**config.mk**
```make
export PLATFORM = sky130hd
export DESIGN_NAME = sorteio_papeis
export DESIGN_NICKNAME = d
export VERILOG_FILES = /design/src/rtl/pkg_lobinho.sv /design/src/rtl/lfsr16.sv /design/src/rtl/sorteio_papeis.sv
export SDC_FILE = /design/constraint.sdc
export NUM_CORES = 1
export LEC_CHECK = 0
export BUFFER_PORTS_ARGS = -buffer_cell sky130_fd_sc_hd__buf_2
export CAP_MARGIN = 30
export CORE_MARGIN = 2
export CORE_UTILIZATION = 59
export CTS_CLUSTER_DIAMETER = 50
export DETAILED_ROUTE_END_ITERATION = 8
export GPL_ROUTABILITY_DRIVEN = 1
export PLACE_DENSITY = 0.8
export SYNTH_ARGS = -nofsm -noshare
export SYNTH_HDL_FRONTEND = slang
export SYNTH_HIERARCHICAL = 1
export SYNTH_SLANG_ARGS = --single-unit
```
**constraint.sdc**
```tcl
create_clock -name clock -period 9.55 [get_ports clock]
set_input_delay 0.955 -clock clock [delete_from_list [all_inputs] [get_ports clock]]
set_output_delay 0.955 -clock clock [all_outputs]
set_load 0.02 [all_outputs]
```
**src/rtl/pkg_lobinho.sv**
```systemverilog
// -----------------------------------------------------------------------------
// pkg_lobinho
// Shared definitions for the werewolf role-assignment datapath:
//   - role codes (papel_t)
//   - shuffle FSM state encodings (estado_t)
//   - Galois LFSR tap mask and the fallback seed used when the latched seed is 0
//   - lfsr_next(): one Galois step of the 16-bit LFSR
// -----------------------------------------------------------------------------
package pkg_lobinho;

    typedef enum logic [1:0] {
        ALDEAO  = 2'd0,
        LOBO    = 2'd1,
        VIDENTE = 2'd2,
        MEDICO  = 2'd3
    } papel_t;

    typedef enum logic [2:0] {
        OCIOSO  = 3'd0,
        CARREGA = 3'd1,
        SORTEIA = 3'd2,
        TROCA   = 3'd3,
        PRONTO  = 3'd4
    } estado_t;

    localparam logic [15:0] LFSR_TAPS     = 16'hB400;
    localparam logic [15:0] SEED_FALLBACK = 16'hACE1;

    // Galois form: shift right, fold the taps in when the bit shifted out is 1.
    function automatic logic [15:0] lfsr_next(input logic [15:0] s);
        return s[0] ? ((s >> 1) ^ LFSR_TAPS) : (s >> 1);
    endfunction

endpackage

```
**src/rtl/lfsr16.sv**
```systemverilog
// -----------------------------------------------------------------------------
// lfsr16
// 16-bit Galois LFSR (taps 0xB400) with synchronous load and step enable.
// Ports:
//   clock     in  system clock, rising edge
//   reset     in  asynchronous, active-high; clears the state to 0
//   i_load    in  load i_seed (has priority over i_enable)
//   i_enable  in  advance one step
//   i_seed    in  value loaded on i_load
//   o_estado  out current LFSR state
// -----------------------------------------------------------------------------
module lfsr16
    import pkg_lobinho::*;
(
    input  logic        clock,
    input  logic        reset,
    input  logic        i_load,
    input  logic        i_enable,
    input  logic [15:0] i_seed,
    output logic [15:0] o_estado
);

    logic [15:0] r_estado;

    always_ff @(posedge clock or posedge reset) begin
        if (reset) begin
            r_estado <= 16'd0;
        end else if (i_load) begin
            r_estado <= i_seed;
        end else if (i_enable) begin
            r_estado <= lfsr_next(r_estado);
        end
    end

    assign o_estado = r_estado;

endmodule

```
**src/rtl/sorteio_papeis.sv**
```systemverilog
// -----------------------------------------------------------------------------
// sorteio_papeis
// Role-assignment and player-sequencing datapath for the werewolf game.
// A free-running 16-bit seed counter is latched on e_seed_reg (only in
// OCIOSO); the role deck is then filled and shuffled with an LFSR-driven
// Fisher-Yates pass. The block also owns the night-turn player counter.
//
// Configuration macro: SORTEIO_ESPECIAIS_EN
//   defined   : deck = N_LOBOS x LOBO, 1 VIDENTE, 1 MEDICO, rest ALDEAO
//   undefined : deck = N_LOBOS x LOBO, rest ALDEAO (timing unchanged)
//
// Parameters:
//   N_JOGADORES  number of players, 2..16
//   N_LOBOS      werewolves, >=1 and <= N_JOGADORES-2 (N_JOGADORES-1 when
//                SORTEIO_ESPECIAIS_EN is undefined)
// Ports:
//   clock          in  system clock, rising edge
//   reset          in  asynchronous, active-high; clears everything
//   rst_global     in  synchronous clear of FSM, deck and player counter
//   zera_CS        in  synchronous clear of the seed counter
//   e_seed_reg     in  latch seed and start shuffling (OCIOSO only)
//   zera_CJ        in  clear player counter, set "first" flag
//   inc_jogador    in  advance player counter
//   CJ_fim         out current player is the last one
//   jogador_atual  out current player index
//   papel_atual    out role of current player (ALDEAO until deck valid)
//   pronto         out shuffle complete, deck valid
//   db_estado      out FSM state, debug
// -----------------------------------------------------------------------------
module sorteio_papeis
    import pkg_lobinho::*;
#(
    parameter int N_JOGADORES = 8,
    parameter int N_LOBOS     = 2
) (
    input  logic       clock,
    input  logic       reset,
    input  logic       rst_global,
    input  logic       zera_CS,
    input  logic       e_seed_reg,
    input  logic       zera_CJ,
    input  logic       inc_jogador,
    output logic       CJ_fim,
    output logic [3:0] jogador_atual,
    output logic [1:0] papel_atual,
    output logic       pronto,
    output logic [2:0] db_estado
);

    localparam logic [3:0] ULTIMO = 4'(N_JOGADORES - 1);

    // ------------------------------------------------------------------
    // Registers
    // ------------------------------------------------------------------
    logic [15:0] r_seed_cnt;
    logic [15:0] r_seed;
    estado_t     r_estado;
    logic        r_pronto;
    logic [3:0]  r_i;
    logic [3:0]  r_j;
    papel_t      r_deck [N_JOGADORES];
    logic [3:0]  r_jogador;
    logic        r_primeiro;

    // ------------------------------------------------------------------
    // Wires
    // ------------------------------------------------------------------
    logic [15:0] w_lfsr;
    logic [15:0] w_lfsr_seed;
    logic        w_lfsr_load;
    logic        w_lfsr_en;
    logic [12:0] w_prod;
    papel_t      w_deck_i;
    papel_t      w_deck_j;
    papel_t      w_deck_jog;
    logic        w_unused;

    // ------------------------------------------------------------------
    // Seed counter: free-running, unaffected by rst_global.
    // ------------------------------------------------------------------
    always_ff @(posedge clock or posedge reset) begin
        if (reset) begin
            r_seed_cnt <= 16'd0;
        end else if (zera_CS) begin
            r_seed_cnt <= 16'd0;
        end else begin
            r_seed_cnt <= r_seed_cnt + 16'd1;
        end
    end

    // ------------------------------------------------------------------
    // LFSR. It is loaded during CARREGA from the latched seed; the first
    // value consumed is in the following SORTEIA cycle, so loading one
    // cycle after the latch is indistinguishable from loading at the latch.
    // ------------------------------------------------------------------
    assign w_lfsr_seed = (r_seed == 16'd0) ? SEED_FALLBACK : r_seed;
    assign w_lfsr_load = (r_estado == CARREGA) && !rst_global;
    assign w_lfsr_en   = (r_estado == SORTEIA) && !rst_global;

    lfsr16 u_lfsr (
        .clock    (clock),
        .reset    (reset),
        .i_load   (w_lfsr_load),
        .i_enable (w_lfsr_en),
        .i_seed   (w_lfsr_seed),
        .o_estado (w_lfsr)
    );

    // j = (lfsr[7:0] * (i+1)) >> 8 lies in [0, i], so bits [11:8] suffice;
    // bit 12 is always 0 because i+1 <= 16.
    assign w_prod = 13'(w_lfsr[7:0]) * 13'({1'b0, r_i} + 5'd1);

    // Deck read ports: two for the swap, one for the current player.
    always_comb begin
        w_deck_i   = ALDEAO;
        w_deck_j   = ALDEAO;
        w_deck_jog = ALDEAO;
        for (int k = 0; k < N_JOGADORES; k++) begin
            if (r_i == 4'(k))       w_deck_i   = r_deck[k];
            if (r_j == 4'(k))       w_deck_j   = r_deck[k];
            if (r_jogador == 4'(k)) w_deck_jog = r_deck[k];
        end
    end

    // ------------------------------------------------------------------
    // Shuffle FSM with deck, indices and pronto as registered outputs.
    // ------------------------------------------------------------------
    always_ff @(posedge clock or posedge reset) begin
        if (reset) begin
            r_estado <= OCIOSO;
            r_pronto <= 1'b0;
            r_i      <= 4'd0;
            r_j      <= 4'd0;
            r_seed   <= 16'd0;
            for (int k = 0; k < N_JOGADORES; k++) r_deck[k] <= ALDEAO;
        end else if (rst_global) begin
            // Aborts any shuffle in progress; the seed register is kept.
            r_estado <= OCIOSO;
            r_pronto <= 1'b0;
            r_i      <= 4'd0;
            r_j      <= 4'd0;
            for (int k = 0; k < N_JOGADORES; k++) r_deck[k] <= ALDEAO;
        end else begin
            case (r_estado)
                OCIOSO: begin
                    if (e_seed_reg) begin
                        r_seed   <= r_seed_cnt;
                        r_estado <= CARREGA;
                    end
                end
                CARREGA: begin
                    for (int k = 0; k < N_JOGADORES; k++) begin
                        if (k < N_LOBOS) begin
                            r_deck[k] <= LOBO;
`ifdef SORTEIO_ESPECIAIS_EN
                        end else if (k == N_LOBOS) begin
                            r_deck[k] <= VIDENTE;
                        end else if (k == N_LOBOS + 1) begin
                            r_deck[k] <= MEDICO;
`endif
                        end else begin
                            r_deck[k] <= ALDEAO;
                        end
                    end
                    r_i      <= ULTIMO;
                    r_estado <= SORTEIA;
                end
                SORTEIA: begin
                    r_j      <= w_prod[11:8];
                    r_estado <= TROCA;
                end
                TROCA: begin
                    // When i == j the first branch rewrites the slot with itself.
                    for (int k = 0; k < N_JOGADORES; k++) begin
                        if (r_i == 4'(k)) begin
                            r_deck[k] <= w_deck_j;
                        end else if (r_j == 4'(k)) begin
                            r_deck[k] <= w_deck_i;
                        end
                    end
                    r_i <= r_i - 4'd1;
                    if (r_i == 4'd1) begin
                        r_estado <= PRONTO;
                        r_pronto <= 1'b1;
                    end else begin
                        r_estado <= SORTEIA;
                    end
                end
                PRONTO: begin
                    r_estado <= PRONTO;
                end
                default: begin
                    r_estado <= OCIOSO;
                    r_pronto <= 1'b0;
                end
            endcase
        end
    end

    // ------------------------------------------------------------------
    // Player counter. The "primeiro" flag makes the first inc_jogador after
    // zera_CJ stay on player 0, so a full round is N_JOGADORES pulses.
    // ------------------------------------------------------------------
    always_ff @(posedge clock or posedge reset) begin
        if (reset) begin
            r_jogador  <= 4'd0;
            r_primeiro <= 1'b1;
        end else if (rst_global || zera_CJ) begin
            r_jogador  <= 4'd0;
            r_primeiro <= 1'b1;
        end else if (inc_jogador) begin
            if (r_primeiro) begin
                r_primeiro <= 1'b0;
            end else if (r_jogador == ULTIMO) begin
                r_jogador <= 4'd0;
            end else begin
                r_jogador <= r_jogador + 4'd1;
            end
        end
    end

    // ------------------------------------------------------------------
    // Outputs
    // ------------------------------------------------------------------
    assign CJ_fim        = !r_primeiro && (r_jogador == ULTIMO);
    assign jogador_atual = r_jogador;
    assign papel_atual   = r_pronto ? w_deck_jog : ALDEAO;
    assign pronto        = r_pronto;
    assign db_estado     = r_estado;

    // Upper LFSR bits only feed the next LFSR state; product bit 12 is always 0.
    assign w_unused = ^{w_lfsr[15:8], w_prod[12]};

endmodule

```
# ---- After elaboration in Yosys (flattened, before gate mapping)
# Index checks and enable logic that the tools add are counted.
dict set report classes {
  n_mux 65
  shift 0
  bitwise_logic 2
  n_eq_ne 37
  n_mul 1
  n_reduce_logical 27
  div 0
  n_addsub 4
  order_cmp 0
}
# op count
set ops {}
lappend ops {{$mux W16} 6}
lappend ops {{$mux W2} 41}
lappend ops {{$eq A4 B3 Y1 const B} 12}
lappend ops {{$ne A4 B4 Y1 const B} 8}
lappend ops {{$pmux W16 S2} 1}
lappend ops {{$mux W4} 7}
lappend ops {{$eq A4 B2 Y1 const B} 6}
lappend ops {{$reduce_and A2 Y1} 10}
lappend ops {{$add A16 B1 Y16 const B} 1}
lappend ops {{$logic_not A16 Y1} 1}
lappend ops {{$pmux W3 S5} 1}
lappend ops {{$eq A4 B1 Y1 const B} 3}
lappend ops {{$logic_not A4 Y1} 3}
lappend ops {{$mul A8 B5 Y12} 1}
lappend ops {{$mux W3} 3}
lappend ops {{$pmux W4 S2} 1}
lappend ops {{$eq A3 B2 Y1 const B} 2}
lappend ops {{$ne A3 B3 Y1 const B} 2}
lappend ops {{$reduce_bool A2 Y1} 3}
lappend ops {{$add A4 B1 Y5 const B} 1}
lappend ops {{$add A4 B1 Y4 const B} 1}
lappend ops {{$mux W1} 4}
lappend ops {{$ne A2 B1 Y1 const B} 2}
lappend ops {{$not A3 Y4} 1}
lappend ops {{other kinds (12)} 15}
dict set report totals {
  latch_bits 0
  input_bits 7
  mem_bits_rw 0
  romBits 0
  register_bits 81
  out_inout_bits 11
  n_memories 0
  wordCells 153
}

# ---- Longest topological paths before layout
dict set report depth {
  ltp_word 13
  ltp_mapped 17
  mapped_depth_nobuf 16
}

# ---- Hierarchy
# Netlist, hierarchy kept.
# module cells_per_inst area_each_um2 n_inst seq_area_each_um2
set modules_own_cells {}
lappend modules_own_cells {sorteio_papeis 545 4901.0 1 1627.8}
lappend modules_own_cells {lfsr16 75 798.3 1 400.4}

# ---- Worst setup path before layout
# Ideal clock, no wire load.
dict set report synth_path {
  path_kind {reg2reg}
  from {reg r_i[0]}
  to {reg r_j[2]}
  path_buffers 1
  period_less_slack_ps 4375
  path_stages_with_launch 16
  required_ps 9426
  slack_ps 5175
  setup_ps 124
  arrival_ps 4251
  path_cell_list {dfrtp_1 -> ha_1 -> buf_4 -> xor2_1 -> and2_1 -> fa_1 -> fa_1 -> inv_1 -> fa_1 -> inv_1 -> ha_1 -> a2111oi_0 -> o21ai_0 -> a221oi_2 -> xor2_1 -> o21ai_1}
}
dict set report synth_via {
  elab_chain_cells 4
}
# element line
set synth_rtl {}
lappend synth_rtl {{from (decl)} sorteio_papeis.sv:59} ;# logic [3:0] r_i;
lappend synth_rtl {{from (signal assigned)} sorteio_papeis.sv:181} ;# r_i <= r_i - 4'd1;
lappend synth_rtl {{$add A4 B1 Y5} sorteio_papeis.sv:111} ;# assign w_prod = 13'(w_lfsr[7:0]) * 13'({1'b0, r_i} + 5'd1);
lappend synth_rtl {{$mul A8 B5 Y12} sorteio_papeis.sv:111}
lappend synth_rtl {{$mux W4} sorteio_papeis.sv:144} ;# case (r_estado)
lappend synth_rtl {{$mux W4} sorteio_papeis.sv:136} ;# end else if (rst_global) begin
lappend synth_rtl {{to (signal assigned)} sorteio_papeis.sv:169} ;# r_j <= w_prod[11:8];
lappend synth_rtl {{to (decl)} sorteio_papeis.sv:60} ;# logic [3:0] r_j;
# Every way passes these cells. The select of a mux whose other input is x is not followed.
# A chain may end at the register's enable or synchronous reset.

# ---- Worst setup path in the final report
# Ends and elaborated chain as after synthesis.

==> run summary <==
The count of pins over their slew limit was 0. The number of hold buffers added after CTS came out at 0. In this run the worst path has a maximum fanout of 11. The fraction of the cycle the final worst path needs is 51.38%. The startpoint type of the worst setup path is a flip-flop. The flow ran to the end, and the final reports show no timing, DRC or antenna violations.

The arrival time of data at the critical path endpoint is between 5 and 6 ns. The TritonCTS sink count came out at about 80. met2 is the most crowded layer. The share of the synthesized area in compound gates (AO/OA/AOI/OAI) is around 15%. The post-synthesis sequential area ratio is between 30 and 40%. After routing the design area is 5951 um2. The number of buffers inserted by port buffering came out at 17. The total iterations of the first detailed-routing run is 5. The cell with the most instances after synthesis is sky130_fd_sc_hd__nand2_1.

The portion of synthesized cell area occupied by the leading cell type came out at around a third. Of the cells placed in the final design, the portion with a size suffix greater than 1 is 11.15%. The fraction of power consumed by sequential logic is around 50%. At the pin with the least slew margin, the transition time is about 0.82 ns.

The DRC violation count after routing came out at 0. The violation count after the first detailed-route iteration is about 390. The clock passes through at most 2 buffers.

The routing usage on met2 came out at about two fifths. The path class of the tightest hold or removal check is flip-flop to flip-flop. Setup repair after global routing left no endpoint under its margin. The fraction of synthesized area in multiplexers is 6.213%. The post-CTS setup buffer count came out at 0. The setup TNS is 0 ns.

The synthesized instance count came out at 620. The share of total power in the clock network is roughly 30%. The die area came out at about 10000 um2. TritonCTS built the clock tree. By startpoint and endpoint, the worst setup path is classified as flip-flop to flip-flop.

The largest family of logic cells by synthesized area is simple AND/OR/NAND/NOR gates. The final worst clock skew came out at roughly 0.012 ns. The number of vias after detailed routing is 4500.

The horizontal die dimension is around 100 um. The total count of hold-check failures in the final report came out at 0. The worst setup path is captured at a flip-flop. The congestion estimate from routability-driven global placement came to 0.9375. The total setup violations reported at the end of the flow came out at 0. The initial antenna violation count is 0.

The logic gate share of total power came out at 22.2%. The final cell count without fillers came out at between 700 and 800. The detailed-route wire length per cell came out at between 15 and 20 um. In this run the number of H-tree levels came out at 3.

After synthesis, the most frequently instantiated cells are sky130_fd_sc_hd__nand2_1, sky130_fd_sc_hd__dfrtp_1, sky130_fd_sc_hd__inv_1. For this run, global-route usage on met3 was measured as under 10%. After global routing the overflow that remains totals 0. The post-synthesis async set-or-reset flop share came out at 100.0%. For this design the total switching power over the nets is between 0.3 and 0.4 mW. The Yosys step of the flow raised 6 warnings.

The top flip-flop cell by instance count after synthesis is sky130_fd_sc_hd__dfrtp_1. The global routing usage on met1 came out at a little under two fifths. The maximum clock frequency is between 0.2 and 0.25 GHz.

The detailed placement HPWL is between 8 and 9 mm. The die boundary height came out at between 100 and 150 um. The total of cells resized after clock tree synthesis is 0. A synthesized cell averages 9.192 um2. The leakage component of the power came out at ~2.7 nW. The core region is slightly above 9000 um2. The post-synth net total is roughly 670.

The clock latency on the worst-skew pair came out at between 0.3 and 0.4 ns. The root buffer cell chosen for the clock tree is sky130_fd_sc_hd__clkbuf_8. The number of inserted diodes came out at 0.

The count of antenna-violating nets left after detailed routing came out at 0. The number of placement rows is 35. In this run the tightest slew margin relative to its limit is ~45%. The number of synthesized register bits is 81. The number of clock buffers inserted by TritonCTS came out at 9. Including well taps, the total number of placed cells is approximately 730. The largest total area in the synthesized netlist belongs to sky130_fd_sc_hd__dfrtp_1. The count of unique library cells instantiated by Yosys is between 60 and 70. The internal cell power is 0.5595 mW. The post-detailed-route via-to-cell ratio came out at ~6.0.

The total routing resource utilization after global routing is 25.87%. The shortest period the worst path allows came out at 4.907 ns. The total wire length after detailed routing is between 10 and 15 mm. The fraction of power spent switching nets is between 30% and 40%. The via count of the first global-routing pass is between 4000 and 5000.

After clock tree synthesis, the clock-pin slew on the worst setup and hold paths is about 0.10 ns. The pin count of the biggest net entering global routing came out at 66. Of the total synthesized cell area, the portion taken by full adders, half adders and majority gates is 11.77%. The share of synthesized cell area in and, or, nand and nor gates came out at between 20 and 25%. The synthesized-area fraction occupied by xor and xnor cells is about 3.7%. The area added between synthesis and finish is 4.413%.

The wire length of the first global-routing pass is roughly 21 mm. The cell area reported after detailed placement came out at 5741 um2. The worst hold path cell count is 2. Ranked by total cell area, the synthesized netlist is headed by sky130_fd_sc_hd__dfrtp_1, sky130_fd_sc_hd__ha_1, sky130_fd_sc_hd__fa_1. The effective utilization at floorplan came out at about three fifths. The tool flagged a number of max-cap violations equal to 0.

The number of synthesized flops with an enable pin is 0. The combined area of all synthesized cells is between 5000 and 6000 um2. The required time of the critical path is 9.79 ns.

The total number of nets in the final design is around 670. The total I/O pin count came out at 18. The worst reg2reg path depth came out at 14. The total power per unit cell area came out at ~150 nW/um2. The largest voltage drop on the vdd net came out at 0.09552 mV.
[cell type report]
class / instances / area, um2
fill: 741 / 3377
multi-input combinational: 465 / 3308
timing repair buffer: 19 / 100.1
clock buffer: 9 / 123.9
inverter: 38 / 142.6
tap: 129 / 161.4
sequential: 81 / 2028
clock inverter: 7 / 86.33
[worst max-delay path: stages, from the launching register on]
cell and delay (ns):
sky130_fd_sc_hd__dfrtp_1 0.50, sky130_fd_sc_hd__ha_1 0.45, sky130_fd_sc_hd__xor2_1 0.43, sky130_fd_sc_hd__and2_1 0.21
sky130_fd_sc_hd__fa_1 0.44, sky130_fd_sc_hd__fa_1 0.55, sky130_fd_sc_hd__inv_1 0.06, sky130_fd_sc_hd__fa_1 0.53
sky130_fd_sc_hd__inv_1 0.04, sky130_fd_sc_hd__ha_1 0.30, sky130_fd_sc_hd__a2111oi_0 0.42, sky130_fd_sc_hd__o21ai_0 0.27
sky130_fd_sc_hd__a221oi_2 0.36, sky130_fd_sc_hd__xor2_1 0.18, sky130_fd_sc_hd__o21ai_1 0.07
[flip-flops by register name, indices dropped and copies added (netlist names)]
name and flops:
r_seed 16, r_seed_cnt 16, r_j 4, jogador_atual 4
pronto 1, r_primeiro 1, r_i 4, u_lfsr/o_estado 16
db_estado 3, r_deck 16
[worst paths after layout]
kind,from,endpoint,slack [ns]
worst max-delay path,r_i[0],r_j[2],4.64
worst min-delay path,r_primeiro,r_primeiro,0.49
worst max register to register,r_i[0],r_j[2],4.64
worst min register to register,r_primeiro,r_primeiro,0.49
max in group asynchronous,reset,r_j[0],8.18
min in group asynchronous,reset,u_lfsr/o_estado[15],0.66
[power by group through the flow]
| stage | clock [mW] | sequential [mW] | combinational (mW) |
|---|---|---|---|
| finish | 0.252 | 0.420 | 0.192 |
| CTS | 0.258 | 0.419 | 0.191 |
| global placement | 0 | 0.424 | 0.182 |
| detailed placement | 0 | 0.426 | 0.190 |
| floorplan | 0 | 0.406 | 0.165 |
| global route | 0.271 | 0.426 | 0.222 |
[cell usage in the layout (no fill, tap or decap), types with 16 or more instances in the layout]
master,synthesis,layout
sky130_fd_sc_hd__fa_1,16,16
sky130_fd_sc_hd__dfrtp_1,80,80
sky130_fd_sc_hd__o21ai_1,16,16
sky130_fd_sc_hd__a21oi_1,25,25
sky130_fd_sc_hd__buf_2,8,17
sky130_fd_sc_hd__inv_1,38,37
sky130_fd_sc_hd__o21ai_0,29,29
sky130_fd_sc_hd__nor2_1,32,32
sky130_fd_sc_hd__and2_1,25,25
sky130_fd_sc_hd__nand2b_1,19,19
sky130_fd_sc_hd__mux2_2,17,17
sky130_fd_sc_hd__ha_1,28,28
sky130_fd_sc_hd__nand2_1,84,84
[stage by stage]
stage | setup slack, ns | util [%] | total power [mW] | hold slack [ns]
3_3_place_gp | 4.830 | 61.54 | 0.6060 | 0.4780
4_1_cts | 4.616 | 63.80 | 0.8690 | 0.4954
5_1_grt | 4.167 | 63.80 | 0.9194 | 0.5296
3_5_place_dp | 4.632 | 61.54 | 0.6158 | 0.4790
2_1_floorplan | 5.175 | - | 0.5714 | 0.4498
6_report | 4.643 | 63.80 | 0.8633 | 0.4930
[kinds of logic (layout without fill, tap and decap cells)]
logic type                 Yosys count  count (layout)
AOI/OAI and AO/OA                  123             123
and+or+nand+nor                    242             242
DFF                                 81              81
muxes                               32              32
adders and majority gates           44              44
xor gates and xnor gates            24              24
buffers and inverters               74              73
[routing by layer]
layer,up-vias,wire length (um)
met2,180,5501
met4,0,217
met3,28,844
li1,2142,-
met1,2150,5589
met5,-,0
Note: power is estimated with default switching activity, not from simulation.
